==> src/rtl/miner_job_loader.sv <==
// miner_job_loader: assembles a mining job (HDR_WORDS header words followed by
// TGT_WORDS target words, MSB-first) from a 32-bit valid/ready stream into a
// staging register, then commits it to the header/target shadow outputs.
//   Ports: clk/rst; in_data/in_sof/in_valid/in_ready stream input;
//          header/target committed job; job_valid/job_id commit pulse and count;
//          err_frame/err_timeout single-cycle error pulses.
module miner_job_loader #(
  parameter int HDR_WORDS      = 19,
  parameter int TGT_WORDS      = 8,
  parameter int TIMEOUT_CYCLES = 1024
) (
  input  logic                    clk,
  input  logic                    rst,
  input  logic [31:0]             in_data,
  input  logic                    in_sof,
  input  logic                    in_valid,
  output logic                    in_ready,
  output logic [32*HDR_WORDS-1:0] header,
  output logic [32*TGT_WORDS-1:0] target,
  output logic                    job_valid,
  output logic [7:0]              job_id,
  output logic                    err_frame,
  output logic                    err_timeout
);

  localparam int TOT_WORDS = HDR_WORDS + TGT_WORDS;
  localparam int STG_W     = 32 * TOT_WORDS;
  localparam int CNT_W     = $clog2(TOT_WORDS + 1);
  localparam int LSB_W     = $clog2(STG_W);
  localparam bit TO_EN     = (TIMEOUT_CYCLES > 0);
  localparam int IDLE_W    = TO_EN ? $clog2(TIMEOUT_CYCLES + 1) : 1;
  localparam int IDLE_MAX  = TO_EN ? TIMEOUT_CYCLES - 1 : 0;

  typedef enum logic [1:0] {S_IDLE, S_LOAD, S_COMMIT} state_t;

  state_t            state, state_nxt;
  logic [CNT_W-1:0]  word_cnt;
  logic [IDLE_W-1:0] idle_cnt;
  logic [STG_W-1:0]  staging;

  logic              accept;
  logic              last_word;
  logic              timeout_hit;
  logic [LSB_W-1:0]  word_lsb;

  // Header and target share one staging vector, so word k always lands at
  // the same MSB-first offset regardless of which output it ends up in.
  always_comb begin
    in_ready    = (state != S_COMMIT);
    accept      = in_valid && in_ready;
    last_word   = (word_cnt == CNT_W'(TOT_WORDS - 1));
    word_lsb    = LSB_W'(STG_W - 32 - 32 * int'(word_cnt));
    // Threshold is checked against the count before this edge's increment,
    // so the abort lands on the TIMEOUT_CYCLES-th idle edge. An accepted
    // word on that same edge suppresses the abort.
    timeout_hit = TO_EN && !accept && (idle_cnt == IDLE_W'(IDLE_MAX));
  end

  always_ff @(posedge clk or posedge rst) begin
    if (rst) state <= S_IDLE;
    else     state <= state_nxt;
  end

  always_comb begin
    state_nxt = state;
    case (state)
      S_IDLE: begin
        if (accept && in_sof) state_nxt = S_LOAD;
      end
      S_LOAD: begin
        if (accept) begin
          // A new sof restarts the frame even if it arrives in the last slot.
          if (!in_sof && last_word) state_nxt = S_COMMIT;
        end else if (timeout_hit) begin
          state_nxt = S_IDLE;
        end
      end
      S_COMMIT: state_nxt = S_IDLE;
      default:  state_nxt = S_IDLE;
    endcase
  end

  always_ff @(posedge clk or posedge rst) begin
    if (rst) begin
      word_cnt    <= '0;
      idle_cnt    <= '0;
      staging     <= '0;
      header      <= '0;
      target      <= '0;
      job_valid   <= 1'b0;
      job_id      <= '0;
      err_frame   <= 1'b0;
      err_timeout <= 1'b0;
    end else begin
      job_valid   <= 1'b0;
      err_frame   <= 1'b0;
      err_timeout <= 1'b0;
      case (state)
        S_IDLE: begin
          idle_cnt <= '0;
          if (accept) begin
            if (in_sof) begin
              staging  <= {in_data, {(STG_W-32){1'b0}}};
              word_cnt <= CNT_W'(1);
            end else begin
              err_frame <= 1'b1;  // orphan word, dropped
            end
          end
        end
        S_LOAD: begin
          if (accept) begin
            idle_cnt <= '0;
            if (in_sof) begin
              staging   <= {in_data, {(STG_W-32){1'b0}}};
              word_cnt  <= CNT_W'(1);
              err_frame <= 1'b1;
            end else begin
              staging[word_lsb +: 32] <= in_data;
              word_cnt <= last_word ? '0 : word_cnt + 1'b1;
            end
          end else if (timeout_hit) begin
            staging     <= '0;
            word_cnt    <= '0;
            idle_cnt    <= '0;
            err_timeout <= 1'b1;
          end else if (TO_EN) begin
            idle_cnt <= idle_cnt + 1'b1;
          end
        end
        S_COMMIT: begin
          header    <= staging[STG_W-1 -: 32*HDR_WORDS];
          target    <= staging[32*TGT_WORDS-1:0];
          job_valid <= 1'b1;
          job_id    <= job_id + 1'b1;
          word_cnt  <= '0;
        end
        default: ;
      endcase
    end
  end

endmodule

==> config.mk <==
export PLATFORM = sky130hd
export DESIGN_NAME = miner_job_loader
export DESIGN_NICKNAME = d
export VERILOG_FILES = /design/src/rtl/miner_job_loader.sv
export SDC_FILE = /design/constraint.sdc
export NUM_CORES = 2
export LEC_CHECK = 0
export ABC_CLOCK_PERIOD_IN_PS = 175500
export CAP_MARGIN = 20
export CORE_MARGIN = 3
export CORE_UTILIZATION = 50
export DETAILED_ROUTE_END_ITERATION = 8
export PLACE_DENSITY = 0.83
export SLEW_MARGIN = 20
export SYNTH_ARGS = -nofsm -noshare
export SYNTH_HDL_FRONTEND = slang
export SYNTH_SLANG_ARGS = --single-unit
==> constraint.sdc <==
create_clock -name clk -period 175.5 [get_ports clk]
set_input_delay 43.875 -clock clk [delete_from_list [all_inputs] [get_ports clk]]
set_output_delay 43.875 -clock clk [all_outputs]
set_load 0.005 [all_outputs]
==> flow_metrics.tcl <==
set metrics [dict create \
    final_cell_mix "dfrtp_1 (1,757), mux2_2 (924), clkdlybuf4s50_1 (904), o2bb2ai_1 (256), nand2_1 (216)" \
    dp.final_hpwl_um 138000 \
    cts_resized 0 \
    layout_setup_ws_ps 126930 \
    clockBufferDepth 3 \
    detailedPlace.worstSlack_ps 125900 \
    ys.flop_type "dfrtp_1" \
    min_from "staging[29]" \
    syn-num-nets 4718 \
    yosysSeqAreaShare 0.659 \
    final_common_cell "dfrtp_1" \
    finalMaxSlewViolations 0 \
    viasPerCell 6.13 \
    initial_core_util 0.505 \
    dieWidth_um 371 \
    rows 133 \
    htree_levels 4 \
    critPathRequiredTime_ps 176300 \
    grt_pass1_vias 46294 \
    rsz0062_at_grt "false" \
    post_drt_wl_per_cell_um 29.7 \
    max_freq_mhz 20.6 \
    hold_viol_final 0 \
    tns_ps 0 \
    status "finished, final reports clean" \
    worst_pin_slew_ps 1150 \
    syn_inst 4670 \
    layout-drive-gt1-share 0.243 \
    p_per_area_mw_per_mm2 10.7 \
    port_buffers 911 \
    r2r-start "word_cnt[0]" \
    fin_cells 7357 \
    cts_root_buf "clkbuf_16" \
    dp.cells 7041 \
    cts_buffers 172 \
    antenna_left 0 \
    r2r_end "staging[207]" \
    grt_use_total 0.313 \
    drt-total-wl_um 218000 \
    insertion_delay_ps 790 \
    grt_pass1_wl_um 316000 \
    holdPathStages 2 \
    p_leak_nw 39.1 \
    r2r_setup_slack_ps 170730 \
    synth_edf_count 0 \
    nets 5512 \
    synth.ff_latch_count 1757 \
    clock-sinks 1757 \
    cts_hold_buf 0 \
    max-slew-margin-rel 0.236 \
    syn_area_mm2 0.0667 \
    min_period_over_period 0.277 \
    hp-class "reg2reg" \
    cts_tree "yes" \
    r2r_cells 10 \
    postSynth.asyncResetShare 1.00 \
    path_class "in2async" \
    drc 0 \
    ys.warnings.count 0 \
    drtIter0Drc 4713 \
    setup_viol 0 \
    hold_end "staging[29]" \
    antenna_found_initial 7 \
    ir_drop_v 0.00000926 \
    grt_overflow 0 \
    drv_cap 0 \
    final_core_util 0.633 \
    drt-pass1-iter-count 7 \
    die_h_um 371 \
    synthDistinctLibCells 59 \
    gp_congestion 0.888 \
    endpoint_kind "asynchronous set/reset pin" \
    period_needed_ps 48570 \
    core_area_mm2 0.132 \
    post-cts-setup-buffer-count 0 \
    vias 45100 \
    dieArea_mm2 0.138 \
    area_delta_synth_final_pct 25.3 \
    clk_pin_slew_ps 60 \
    critPathMaxFanout 136 \
    crit_start "rst" \
    syn_area_per_cell_um2 14.3 \
    fin_skew_ps 23.3 \
    critPathLaunchType "primary input" \
    grt_max_degree 171 \
    io_pins 912 \
    worstPathArrival_ps 49360 \
]
[worst max path at each step]
stage / endpoint / cells after the start
2_1_floorplan: err_frame / 1
3_3_place_gp: header[55] / 7
3_5_place_dp: header[309] / 7
4_1_cts: staging[563] / 7
5_1_grt: staging[563] / 7
6_report: staging[55] / 7
[area by class of cell]
class	count	area, µm²
Fill cell	9257	48400
Tap cell	1755	2200
Clock buffer	255	4920
Timing Repair Buffer	1025	10100
Inverter	60	233
Clock inverter	53	752
Sequential cell	1757	44000
Multi-Input combinational cell	2448	21400
Antenna cell	4	10.0
[cell families after synthesis]
group / count (synthesis) / share of synthesized area
flops: 1757 / 0.659
mux: 1028 / 0.172
compound gates: 796 / 0.0957
simple gates: 598 / 0.0416
buf+inv: 465 / 0.0277
xor+xnor: 14 / 0.00184
fa+ha+maj: 12 / 0.00225
[flip-flops by register name, indices dropped and copies added, names as in the netlist]
register     cells
staging        864
header         608
target         256
idle_cnt        11
job_id           8
word_cnt         5
state            2
err_frame        1
err_timeout      1
job_valid        1
[worst max-delay path, stage by stage]
cell and delay (ps):
clkdlybuf4s50_1 500, inv_8 620, buf_4 830, buf_4 800, buf_4 800, buf_4 810, buf_4 850
[power breakdown]
| group | total [mW] | switching, mW | leakage (nW) | internal (mW) |
|---|---|---|---|---|
| combinational | 0.102 | 0.0805 | 11.9 | 0.0215 |
| clock | 0.373 | 0.158 | 2.78 | 0.215 |
| sequential | 0.415 | 0.00396 | 24.5 | 0.411 |
[synthesized netlist by cell type (3+ instances only)]
| library cell | n | area share |
|---|---|---|
| dfrtp_1 | 1757 | 0.66 |
| mux2_2 | 924 | 0.16 |
| clkbuf_1 | 320 | 0.018 |
| o2bb2ai_1 | 256 | 0.034 |
| nand2_1 | 226 | 0.013 |
| nand3_1 | 209 | 0.016 |
| a32o_1 | 189 | 0.028 |
| o21ai_0 | 184 | 0.014 |
| mux2i_1 | 98 | 0.015 |
| a22o_1 | 70 | 0.0092 |
| buf_2 | 61 | 0.0046 |
| inv_1 | 60 | 0.0034 |
| nor2_1 | 51 | 0.0029 |
| nor3_1 | 39 | 0.0029 |
| and2_1 | 37 | 0.0035 |
| o31ai_1 | 22 | 0.0025 |
| buf_1 | 21 | 0.0012 |
| o21ai_1 | 19 | 0.0014 |
| a21oi_1 | 12 | 0.00090 |
| ha_1 | 12 | 0.0023 |
| a31oi_1 | 11 | 0.0010 |
| xnor2_1 | 7 | 0.00092 |
| xor2_1 | 7 | 0.00092 |
| mux2_1 | 6 | 0.0010 |
| nand2b_1 | 5 | 0.00047 |
| a21o_1 | 4 | 0.00045 |
| nand4_1 | 4 | 0.00038 |
| nor3b_1 | 4 | 0.00045 |
| o2111ai_1 | 4 | 0.00053 |
| a41oi_1 | 3 | 0.00039 |
| and3b_1 | 3 | 0.00039 |
| buf_6 | 3 | 0.00051 |
| o211ai_1 | 3 | 0.00034 |
| o21a_1 | 3 | 0.00034 |
| or2_2 | 3 | 0.00028 |
[per-stage QoR]
step	power, mW	hold slack (ps)	cell area [µm²]
2_1_floorplan	0.480	443	66700
3_3_place_gp	0.520	455	77700
3_5_place_dp	0.523	460	77800
4_1_cts	0.893	474	83400
5_1_grt	0.917	484	83600
6_report	0.890	469	83600
[metal layers]
layer,GRT usage,part of all wire,vias to the layer above
li1,-,-,18451
met1,0.385,0.37,23747
met2,0.489,0.46,2287
met3,0.0974,0.095,609
met4,0.184,0.066,6
met5,0,0.00017,-
Note: power is estimated with default switching activity, not from simulation.
